**src/rtl/uart_pkg.sv**
```systemverilog
// Shared UART types: arbiter state encoding and parity-mode constants.
// Used by the Tx arbiter and the Tx/Rx datapaths.
package uart_pkg;

    typedef enum logic [1:0] {
        ARB_IDLE,
        ARB_START,
        ARB_BUSY,
        ARB_DONE
    } arb_state_t;

    localparam logic PARITY_EVEN = 1'b0;
    localparam logic PARITY_ODD  = 1'b1;

endpackage

```
**src/rtl/uart_rr_arbiter.sv**
```systemverilog
// Round-robin winner select: first set request at or after ptr, wrapping.
// Purely combinational; returns a one-hot grant and its index.
module uart_rr_arbiter #(
    parameter int NREQ = 4
) (
    input  logic [NREQ-1:0]         req,
    input  logic [$clog2(NREQ)-1:0] ptr,
    output logic                    any,
    output logic [NREQ-1:0]         onehot,
    output logic [$clog2(NREQ)-1:0] idx
);

    localparam int IW = $clog2(NREQ);

    int j;
    logic [IW-1:0] jj;

    always_comb begin
        any    = 1'b0;
        onehot = '0;
        idx    = '0;
        j      = 0;
        jj     = '0;
        for (int k = 0; k < NREQ; k++) begin
            j = int'(ptr) + k;
            if (j >= NREQ)
                j = j - NREQ;
            jj = IW'(j);
            if (!any && req[jj]) begin
                any        = 1'b1;
                onehot[jj] = 1'b1;
                idx        = jj;
            end
        end
    end

endmodule

```
**src/rtl/uart_tx_arbiter.sv**
```systemverilog
// Round-robin sharing of one Tx serializer with a level start handshake.
// Optional watchdog abort is enabled by defining UART_ARB_WATCHDOG_EN.
module uart_tx_arbiter
    import uart_pkg::*;
#(
    parameter int NREQ      = 4,
    parameter int n         = 8,
    parameter int WD_CYCLES = 1024
) (
    input  logic            clk,
    input  logic            rst,
    input  logic [NREQ-1:0] req,
    input  logic [NREQ*n-1:0] req_data,
    input  logic [NREQ-1:0] req_parity_odd,
    output logic [NREQ-1:0] gnt,
    output logic [NREQ-1:0] done,
    output logic            tx_start,
    output logic [n-1:0]    tx_data,
    output logic            tx_parity_odd,
    input  logic            tx_busy,
    output logic            arb_idle,
    output logic            err
);

    localparam int IW = $clog2(NREQ);

    if (NREQ < 2 || NREQ > 8 || WD_CYCLES < 2) begin : g_param_check
        $error("uart_tx_arbiter: parameter out of range");
    end

    arb_state_t state, state_nx;

    logic          busy_m, busy_s;
    logic [IW-1:0] ptr, win;
    logic          sel_any;
    logic [NREQ-1:0] sel_oh;
    logic [IW-1:0] sel_idx;
    logic          timeout;
    logic          aborted;

    uart_rr_arbiter #(.NREQ(NREQ)) u_rr (
        .req    (req),
        .ptr    (ptr),
        .any    (sel_any),
        .onehot (sel_oh),
        .idx    (sel_idx)
    );

    // tx_busy comes from the slower Tx clock domain
    always_ff @(posedge clk or posedge rst) begin
        if (rst) begin
            busy_m <= 1'b0;
            busy_s <= 1'b0;
        end else begin
            busy_m <= tx_busy;
            busy_s <= busy_m;
        end
    end

    always_ff @(posedge clk or posedge rst) begin
        if (rst)
            state <= ARB_IDLE;
        else
            state <= state_nx;
    end

    always_comb begin
        state_nx = state;
        unique case (state)
            ARB_IDLE:  if (sel_any) state_nx = ARB_START;
            ARB_START: if (timeout) state_nx = ARB_DONE;
                       else if (busy_s) state_nx = ARB_BUSY;
            ARB_BUSY:  if (timeout || !busy_s) state_nx = ARB_DONE;
            ARB_DONE:  state_nx = ARB_IDLE;
            default:   state_nx = ARB_IDLE;
        endcase
    end

    always_ff @(posedge clk or posedge rst) begin
        if (rst) begin
            gnt           <= '0;
            win           <= '0;
            ptr           <= '0;
            tx_start      <= 1'b0;
            tx_data       <= '0;
            tx_parity_odd <= PARITY_EVEN;
        end else begin
            tx_start <= (state == ARB_START) && (state_nx == ARB_START);
            if (state == ARB_IDLE && sel_any) begin
                gnt           <= sel_oh;
                win           <= sel_idx;
                tx_data       <= req_data[sel_idx*n +: n];
                tx_parity_odd <= req_parity_odd[sel_idx];
            end
            if (state == ARB_DONE) begin
                gnt <= '0;
                ptr <= (win == IW'(NREQ-1)) ? '0 : win + 1'b1;
            end
        end
    end

`ifdef UART_ARB_WATCHDOG_EN
    localparam int WW = $clog2(WD_CYCLES);

    logic [WW-1:0] wd_cnt;
    logic          wd_run;

    assign wd_run  = (state == ARB_START) || (state == ARB_BUSY);
    assign timeout = wd_run && (wd_cnt == WW'(WD_CYCLES-1));

    always_ff @(posedge clk or posedge rst) begin
        if (rst) begin
            wd_cnt  <= '0;
            aborted <= 1'b0;
        end else begin
            if (state_nx != state)
                wd_cnt <= '0;
            else if (wd_run)
                wd_cnt <= wd_cnt + 1'b1;
            if (state_nx == ARB_DONE)
                aborted <= timeout;
        end
    end

    assign err = (state == ARB_DONE) && aborted;
`else
    assign timeout = 1'b0;
    assign aborted = 1'b0;
    assign err     = 1'b0;
`endif

    // gnt still holds the winner during DONE
    assign done     = (state == ARB_DONE && !aborted) ? gnt : '0;
    assign arb_idle = (state == ARB_IDLE);

endmodule

```
**config.mk**
```make
export PLATFORM = sky130hd
export DESIGN_NAME = uart_tx_arbiter
export DESIGN_NICKNAME = d
export VERILOG_FILES = /design/src/rtl/uart_pkg.sv /design/src/rtl/uart_rr_arbiter.sv /design/src/rtl/uart_tx_arbiter.sv
export SDC_FILE = /design/constraint.sdc
export NUM_CORES = 1
export LEC_CHECK = 0
export BUFFER_PORTS_ARGS = -buffer_cell sky130_fd_sc_hd__buf_2
export CAP_MARGIN = 10
export CORE_UTILIZATION = 40
export DETAILED_ROUTE_END_ITERATION = 8
export PLACE_DENSITY = 0.67
export SYNTH_ARGS = -nofsm -noshare
export SYNTH_HDL_FRONTEND = slang
export SYNTH_HIERARCHICAL = 1
export SYNTH_SLANG_ARGS = --single-unit
export TNS_END_PERCENT = 50
```
**constraint.sdc**
```tcl
create_clock -name clk -period 8.85 [get_ports clk]
set_input_delay 0.4425 -clock clk [delete_from_list [all_inputs] [get_ports clk]]
set_output_delay 0.4425 -clock clk [all_outputs]
set_load 0.1 [all_outputs]
```
==> metrics.md, run 1 <==
| Metric | Value |
|---|---|
| Sequential area share after synthesis | `35.92%` |
| RSZ-0062 raised after global routing | `no` |
| Synth top cells by count | `dfrtp_1, mux2_2, a22oi_1` |
| Post-CTS repair timing setup buffer count | `0` |
| H-Tree Depth | `1` |
| Synth top area share | `35.92%` |
| # resized after CTS | `0` |
| Post-Synth Adder-Cell Area | `4.898%` |
| Main combinational cell family by area after synthesis | `multiplexers` |
| Worst-case clock buffer depth | `2` |
| Vias | `1262` |
| Main synth FF type | `dfrtp_1` |
| Syn_area_per_cell | `12.36 um2` |
| Clock skew | `0.002141 ns` |
| Max_slew headroom | `45.13%` |
| DRC | `0` |
| Syn_nets | `173` |
| DR iter-0 viols | `43` |
| Setup Crit Path Kind | `flop to flop` |
| Worst Tran Pin Value | `0.8221 ns` |
| Maximum fanout along the worst path | `13` |
| CP peak stage delay | `0.65 ns` |
| Most common cell in the netlist | `dfrtp_1` |
| Num CTS Buffers | `3` |
| Top post-synthesis cells by area | `dfrtp_1, mux4_2, mux2_2, a22oi_1, ha_1` |
| Yosys warnings | `6` |
| Count of different cell masters after synthesis | `30` |
| Die Area | `4083 um2` |
| Area growth from synthesis to layout | `25.14%` |
| Die W | `63.90 um` |
| Pre-CTS setup slack | `5.505 ns` |
| Fin Setup TNS | `0 ns` |
| Final Max Slew Viols | `0` |
| Initial antenna violation count | `0` |
| Cell count after synthesis | `124` |
| Ports | `63` |
| Post-route ant nets | `0` |
| Mapped Area | `1533 um2` |
| FILL cells | `316` |
| Final setup fails | `0` |
| First-pass GRT wire length | `5713 um` |
| Gp weighted congestion | `0.7979` |
| GR Overflow Total | `0` |
| Die Span Y | `63.90 um` |
| IO Port Bufs | `61` |
| DP HPWL | `2499 um` |
| Clock root buffer | `clkbuf_8` |
| Xor-xnor portion of the synthesized cell area | `0%` |
| Clk pin slew, worst setup/hold paths | `0.08 ns` |
| Sink Count | `22` |
| Hold Buf Count CTS | `0` |
| Crit path top cell by count | `mux4_2` |
| Routed len/inst | `14.07 um` |
| Worst path required time | `9.00 ns` |
| Hold Vio Cnt, Final | `0` |
| CP endpoint kind | `flop` |
| Post-route minimum period | `3.334 ns` |
| Fraction of registers with async set/reset | `100.0%` |
| #FFs+latches synth | `22` |
| Vias in the first global route | `1288` |
| WP data arrival | `3.48 ns` |
| Slowest cell on crit path | `dfrtp_1` |
| Outcome | `finished clean` |
| Placeable Area | `3661 um2` |
| Synth Area in Compound Gates | `13.96%` |
| Core Util, Final | `52.39%` |
| Initial Util | `41.87%` |
| Worst path cell trace | `inv_1, ha_1, mux4_2, o311ai_0, a32o_1, mux4_2, mux2_2` |
| Post-route setup slack | `5.516 ns` |
| Site row count | `22` |
| Pin count of the biggest net entering global routing | `23` |
| Top cell type by total area after synthesis | `dfrtp_1` |
| N_diodes | `0` |
| Multiplexer area fraction after synthesis | `30.53%` |
| Layout cells sized above 1 | `52.49%` |
| Startpoint Class | `flop` |
| Drt first pass iters | `4` |
| Clk_lat worst skew | `0.26 ns` |
| Final period util | `37.67%` |
| Vias per cell | `5.511` |
| Worst Hold Class | `primary input to flop` |
| Post-synth EDFFs | `0` |
| Gr usage total | `17.74%` |
| DRT Wirelength | `3223 um` |
| Max cap viols | `0` |
| Post-Synth Simple-Gate Area | `8.571%` |
| Fmax | `300.0 MHz` |
| Fin nets | `231` |
| TritonCTS clock tree | `done` |
registers in the layout, indices dropped and copies added, names as in the netlist:
signal,cells
state,2
gnt,4
win,2
busy_s,1
tx_data,8
tx_parity_odd,1
busy_m,1
tx_start,1
ptr,2
kinds of logic after synthesis:
family	count (synthesis)
compound gates	30
mux	28
flops	22
simple gates	21
buf+inv	16
fa+ha+maj	6
other cells	1
cell type report:
cell class	instances	area (um2)	area share (%)
clock buffers	3	41.29	2.153
repair buffers	62	312.8	16.31
multi-input cells	86	897.1	46.77
well taps	48	60.06	3.131
clock inverters	1	30.03	1.566
inverters	7	26.28	1.370
flip-flops and latches	22	550.5	28.70
per-layer routing:
metal  part of all wire, %  GRT usage [%]  vias up  routed length (um)
li1                      -              -      595                   -
met2                    53          31.78       56                1695
met5                     0              0        -                   0
met3                   5.8          3.214        2                 186
met1                    41          21.77      609                1323
met4                  0.56          4.545        0                  18
critical path, delay by kind of cell (launching register included):
family | cells | cell delay, ns
muxes | 3 | 1.09
adders and majority gates | 1 | 0.38
AOI/OAI and AO/OA | 2 | 0.92
buffers and inverters | 1 | 0.17
DFF | 1 | 0.65
stage by stage:
step	hold slack [ns]	instances	cell area, um2
floorplan	0.3312	124	1533
global placement	0.3397	225	1847
detailed placement	0.3381	225	1847
CTS	0.2880	229	1918
global route	0.2814	229	1918
finish	0.2976	229	1918
cells in the final DEF (no fill, tap or decap), types with 2 or more instances in the layout:
cell | synthesis | layout
dfrtp_1 | 22 | 22
and2b_2 | 2 | 2
o2bb2ai_1 | 4 | 4
inv_1 | 7 | 7
buf_2 | 0 | 61
a22oi_1 | 12 | 12
mux4_1 | 2 | 2
nor2_1 | 4 | 4
ha_1 | 6 | 6
o21ai_0 | 6 | 6
mux4_2 | 11 | 11
and3_1 | 5 | 5
mux2_2 | 14 | 14
nand2_1 | 4 | 4
clkbuf_8 | 0 | 3
a21oi_1 | 2 | 2
worst paths after layout:
check | start | end | slack (ns) | depth (start not counted)
setup reg to reg | ptr[0] | tx_data[3] | 5.52 | 7
max in group asynchronous | rst | gnt[0] | 8.01 | 2
hold reg to reg | busy_m | busy_s | 0.35 | 0
hold / removal | tx_busy | busy_m | 0.30 | 1
min in group asynchronous | rst | tx_data[6] | 0.34 | 2
setup / recovery | ptr[0] | tx_data[3] | 5.52 | 7
Power of run 1 is left out: the tool's default activity adds up to more than one toggle a clock period on the data nets, which glitch-free logic cannot reach.
==> run 2, diff against run 1 <==
==> constraint.sdc (replaced) <==
create_clock -name clk -period 3.2 [get_ports clk]
set_input_delay 0.16 -clock clk [delete_from_list [all_inputs] [get_ports clk]]
set_output_delay 0.16 -clock clk [all_outputs]
set_load 0.1 [all_outputs]
==> metrics.md, run 2 (same netlist as run 1, synthesis figures left out) <==
| Metric | Value |
|---|---|
| Clock root buffer | `clkbuf_8` |
| Buffers & Inverters on Critical Path | `2` |
| Maximum fanout along the worst path | `10` |
| Outcome | `finished clean` |
| Max FFs per register | `8` |
| Gr usage total | `17.35%` |
| Slowest cell on crit path | `mux4_2` |
| Fin Setup TNS | `0 ns` |
| Commonest cells after routing, fill and taps aside | `buf_2, dfrtp_1, mux2_2, a22oi_1, mux4_2` |
| Placeable Area | `3661 um2` |
| Num CTS Buffers | `3` |
| Post-CTS repair timing setup buffer count | `0` |
| Crit path top cell by count | `mux4_2` |
| Largest register by flop count | `tx_data` |
| Worst path required time | `3.35 ns` |
| Routed len/inst | `14.23 um` |
| Worst path cell trace | `inv_1, ha_1, mux4_2, and2b_2, o21ai_0, o31ai_2, buf_4, mux4_2, mux2_2` |
| Area growth from synthesis to layout | `26.86%` |
| Setup Crit Path Kind | `flop to flop` |
| Clk_lat worst skew | `0.27 ns` |
| Drt first pass iters | `4` |
| Startpoint Class | `flop` |
| GR Overflow Total | `0` |
| Sink Count | `22` |
| Final setup fails | `0` |
| Worst-case clock buffer depth | `2` |
| Ports | `63` |
| IO Port Bufs | `61` |
| Commonest non-fill, non-tap cell in the layout | `buf_2` |
| N_diodes | `0` |
| Max_slew headroom | `44.96%` |
| Post-route minimum period | `3.047 ns` |
| Fin nets | `234` |
| Pre-CTS setup slack | `0.1891 ns` |
| Final Max Slew Viols | `0` |
| Die Span Y | `63.90 um` |
| Post-route ant nets | `0` |
| Post-route setup slack | `0.1535 ns` |
| Biggest regs | `tx_data: 8 flops, gnt: 4 flops` |
| Pin count of the biggest net entering global routing | `23` |
| TritonCTS clock tree | `done` |
| Vias | `1284` |
| Die Area | `4083 um2` |
| CP endpoint kind | `flop` |
| Clk pin slew, worst setup/hold paths | `0.09 ns` |
| Layout cells sized above 1 | `53.26%` |
| Max cap viols | `0` |
| Worst Tran Pin Value | `0.8247 ns` |
| Delay-heaviest family, CP | `multiplexers` |
| First-pass GRT wire length | `5554 um` |
| Fmax | `328.2 MHz` |
| DR iter-0 viols | `53` |
| Gp weighted congestion | `0.8780` |
| Initial Util | `41.87%` |
| Site row count | `22` |
| Clock skew | `0.006550 ns` |
| Hold Vio Cnt, Final | `0` |
| CP peak stage delay | `0.51 ns` |
| Worst Hold Class | `primary input to asynchronous set/reset pin` |
| RSZ-0062 raised after global routing | `no` |
| Vias per cell | `5.534` |
| DP HPWL | `2594 um` |
| WP data arrival | `3.20 ns` |
| Final period util | `95.20%` |
| Vias in the first global route | `1320` |
| Die W | `63.90 um` |
| Initial antenna violation count | `0` |
| DRC | `0` |
| DRT Wirelength | `3302 um` |
| H-Tree Depth | `1` |
[run 2: through the flow]
| stage | cell area (um2) | instances | hold WS (ns) | util, % |
|---|---|---|---|---|
| 2_1_floorplan | 1533 | 124 | 0.1492 | - |
| 3_3_place_gp | 1862 | 227 | 0.2735 | 50.85 |
| 3_5_place_dp | 1862 | 227 | 0.2771 | 50.85 |
| 4_1_cts | 1943 | 232 | 0.08808 | 53.08 |
| 5_1_grt | 1944 | 232 | 0.1253 | 53.11 |
| 6_report | 1944 | 232 | 0.04154 | 53.11 |
[run 2: path summary, 6_finish.rpt]
check | end | cells after the start | slack, ns | start
min reg2reg | busy_s | 0 | 0.36 | busy_m
max in group asynchronous | win[0] | 2 | 2.65 | rst
max reg2reg | tx_data[2] | 9 | 0.15 | ptr[0]
min | gnt[3] | 2 | 0.04 | rst
max | tx_data[2] | 9 | 0.15 | ptr[0]
min in group clk | tx_data[7] | 3 | 0.33 | req_data[23]
[run 2: repair_timing]
| action | in CTS | in global routing |
|---|---|---|
| endpoints found under the hold margin | 1 | 0 |
| setup endpoints to repair | 0 | 5 |
| resized for setup | 0 | 1 |
| hold buffers | 1 | 0 |
[run 2: final cells by class]
cell class | count | area, um2
clock buffers | 3 | 41.29
clock inverters | 1 | 30.03
fillers | 333 | 1717
inverters | 7 | 26.28
multi-input cells | 86 | 898.4
flip-flops and latches | 22 | 550.5
well taps | 48 | 60.06
repair buffers | 65 | 337.8
[run 2: metal layers]
layer	global-route usage (%)	vias to the layer above	part of all wire (%)
met5	0	-	0
met4	5.966	0	1.2
met1	19.79	612	40
met2	32.18	68	51
met3	3.036	4	7.5
li1	-	600	-
Power of run 2 is left out for the same reason.
==> run 3, diff against run 2 <==
--- a/config.mk
+++ b/config.mk
@@ -5,13 +5,13 @@
 export SDC_FILE = /design/constraint.sdc
 export NUM_CORES = 1
 export LEC_CHECK = 0
+export ABC_AREA = 0
 export BUFFER_PORTS_ARGS = -buffer_cell sky130_fd_sc_hd__buf_2
 export CAP_MARGIN = 10
 export CORE_UTILIZATION = 40
 export DETAILED_ROUTE_END_ITERATION = 8
-export PLACE_DENSITY = 0.67
+export PLACE_DENSITY = 0.66
 export SYNTH_ARGS = -nofsm -noshare
 export SYNTH_HDL_FRONTEND = slang
-export SYNTH_HIERARCHICAL = 1
 export SYNTH_SLANG_ARGS = --single-unit
 export TNS_END_PERCENT = 50
==> constraint.sdc (replaced) <==
create_clock -name clk -period 3.4 [get_ports clk]
set_input_delay 0.17 -clock clk [delete_from_list [all_inputs] [get_ports clk]]
set_output_delay 0.17 -clock clk [all_outputs]
set_load 0.1 [all_outputs]
==> metrics.md, run 3 <==
| Metric | Value |
|---|---|
| Area taken by multi-input logic gates | `1002 um2` |
| Die W | `66.26 um` |
| Vias per cell | `5.500` |
| Post-route ant nets | `0` |
| Clock skew | `0.001896 ns` |
| Mapped Area | `1652 um2` |
| Vias | `1485` |
| CP peak stage delay | `0.56 ns` |
| Post-synth EDFFs | `0` |
| Area growth from synthesis to layout | `22.88%` |
| Cell count after synthesis | `167` |
| Num CTS Buffers | `3` |
| DRC | `0` |
| Post-Synth Adder-Cell Area | `6.818%` |
| Pre-CTS setup slack | `0.4776 ns` |
| Drt first pass iters | `5` |
| WP data arrival | `3.11 ns` |
| DP HPWL | `2805 um` |
| Final setup fails | `0` |
| Syn_nets | `219` |
| Initial Util | `43.48%` |
| Maximum fanout along the worst path | `17` |
| Max_slew headroom | `44.17%` |
| Slowest cell on crit path | `dfrtp_1` |
| CP endpoint kind | `flop` |
| Biggest regs | `tx_data: 8 flops, gnt: 4 flops` |
| Worst Tran Pin Value | `0.8365 ns` |
| Worst Hold Class | `primary input to asynchronous set/reset pin` |
| Post-CTS repair timing setup buffer count | `0` |
| Flop-to-flop setup slack | `0.47 ns` |
| Worst hold slack | `0.05455 ns` |
| #FFs+latches synth | `22` |
| Top cell type by total area after synthesis | `dfrtp_1` |
| Pin count of the biggest net entering global routing | `23` |
| Vias in the first global route | `1361` |
| DRT Wirelength | `3724 um` |
| TritonCTS clock tree | `done` |
| Count of different cell masters after synthesis | `41` |
| Commonest cells after routing, fill and taps aside | `buf_2, dfrtp_1, a211oi_1, nor2_1, and3_1` |
| First-pass GRT wire length | `6175 um` |
| Post-route minimum period | `2.928 ns` |
| Most common cell in the netlist | `dfrtp_1` |
| IO Port Bufs | `61` |
| Gp weighted congestion | `0.8259` |
| Top post-synthesis cells by area | `dfrtp_1, a211oi_1, ha_1, mux2i_1, and3_1` |
| Worst-case clock buffer depth | `2` |
| Post-Synth Simple-Gate Area | `18.56%` |
| Hold Buf Count CTS | `0` |
| Commonest non-fill, non-tap cell in the layout | `buf_2` |
| Routed len/inst | `13.79 um` |
| Synth top cells by count | `dfrtp_1, a211oi_1, nor2_1` |
| DR iter-0 viols | `76` |
| Worst path required time | `3.58 ns` |
| N_diodes | `0` |
| Hold Vio Cnt, Final | `0` |
| Placeable Area | `3799 um2` |
| Worst path cell trace | `inv_1, ha_1, mux4_2, o211ai_2, nand2_4, mux2i_1, a211oi_1` |
| Outcome | `finished clean` |
| FILL cells | `367` |
| Die Span Y | `66.26 um` |
| Xor-xnor portion of the synthesized cell area | `0.5303%` |
| Sequential area share after synthesis | `33.33%` |
| H-Tree Depth | `1` |
| Syn_area_per_cell | `9.890 um2` |
| Site row count | `22` |
| Layout cells sized above 1 | `36.49%` |
| Clock root buffer | `clkbuf_8` |
| Fin Setup TNS | `0 ns` |
| # resized after CTS | `0` |
| Max cap viols | `0` |
| Multiplexer area fraction after synthesis | `11.52%` |
| Final Cell Area | `2029 um2` |
| Sink Count | `22` |
| Clk pin slew, worst setup/hold paths | `0.08 ns` |
| Post-DP Area | `1948 um2` |
| Gr usage total | `18.95%` |
| Max FFs per register | `8` |
| Synth Area in Compound Gates | `23.03%` |
| Initial antenna violation count | `0` |
| Synth top area share | `33.33%` |
| Clk_lat worst skew | `0.27 ns` |
| Startpoint Class | `flop` |
| Post-route setup slack | `0.4716 ns` |
| Fraction of registers with async set/reset | `100.0%` |
| Final Max Slew Viols | `0` |
| GR Overflow Total | `0` |
| Die Area | `4390 um2` |
| Largest register by flop count | `tx_data` |
| Register area | `550.5 um2` |
| Final period util | `86.13%` |
| Main combinational cell family by area after synthesis | `compound AO/OA/AOI/OAI gates` |
| Ports | `63` |
| Fin nets | `275` |
| Yosys warnings | `0` |
| Fmax | `341.5 MHz` |
| RSZ-0062 raised after global routing | `no` |
| Setup Crit Path Kind | `flop to flop` |
| Main synth FF type | `dfrtp_1` |
## run 3: cell types whose count changed after synthesis, sizes merged, moves of 7 or more
| cell | before | now |
|---|---|---|
| mux2 | 14 | 2 |
| mux2i | 1 | 10 |
| a211oi | 0 | 17 |
| nor2 | 4 | 16 |
| and3 | 5 | 13 |
| mux4 | 13 | 3 |
| a22oi | 12 | 5 |
## run 3: final timing paths
kind                       cells past startpoint              start             to
setup / recovery                               7             ptr[1]     tx_data[1]
hold / removal                                 2                rst         busy_s
setup reg to reg                               7             ptr[1]     tx_data[1]
hold reg to reg                                0             busy_m         busy_s
max in group asynchronous                      2                rst         gnt[1]
min in group clk                               3  req_parity_odd[0]  tx_parity_odd
## run 3: per-layer routing
layer / vias to the layer above / share of wire [%] / GRT usage [%]
met4: 0 / 1.6 / 8.245
met5: - / 0 / 0
met3: 5 / 4.7 / 3.966
li1: 741 / - / -
met1: 687 / 47 / 23.56
met2: 52 / 47 / 31.38
## run 3: cell families after synthesis
group,count (synthesis)
buf+inv,17
mux,15
flops,22
xor+xnor,1
simple gates,55
other cells,1
fa+ha+maj,9
compound gates,47
## run 3: area by class of cell
class	count	area share [%]
multi-input cells	128	49.38
flip-flops and latches	22	27.13
repair buffers	64	16.28
well taps	48	2.959
clock buffers	3	2.035
clock inverters	1	1.480
inverters	4	0.7398
## run 3: per-stage QoR
step	cells	util, %
6_report	270	53.43
5_1_grt	270	53.43
4_1_cts	269	53.16
3_5_place_dp	265	51.28
3_3_place_gp	265	51.28
2_1_floorplan	167	-
## run 3: worst max-delay path: cells and delay by family, from the launching register on
family	cells	cell delay [ns]
compound gates	2	0.75
buf+inv	1	0.18
flops	1	0.56
mux	2	0.65
simple gates	1	0.25
fa+ha+maj	1	0.44
Power of run 3 is left out for the same reason.
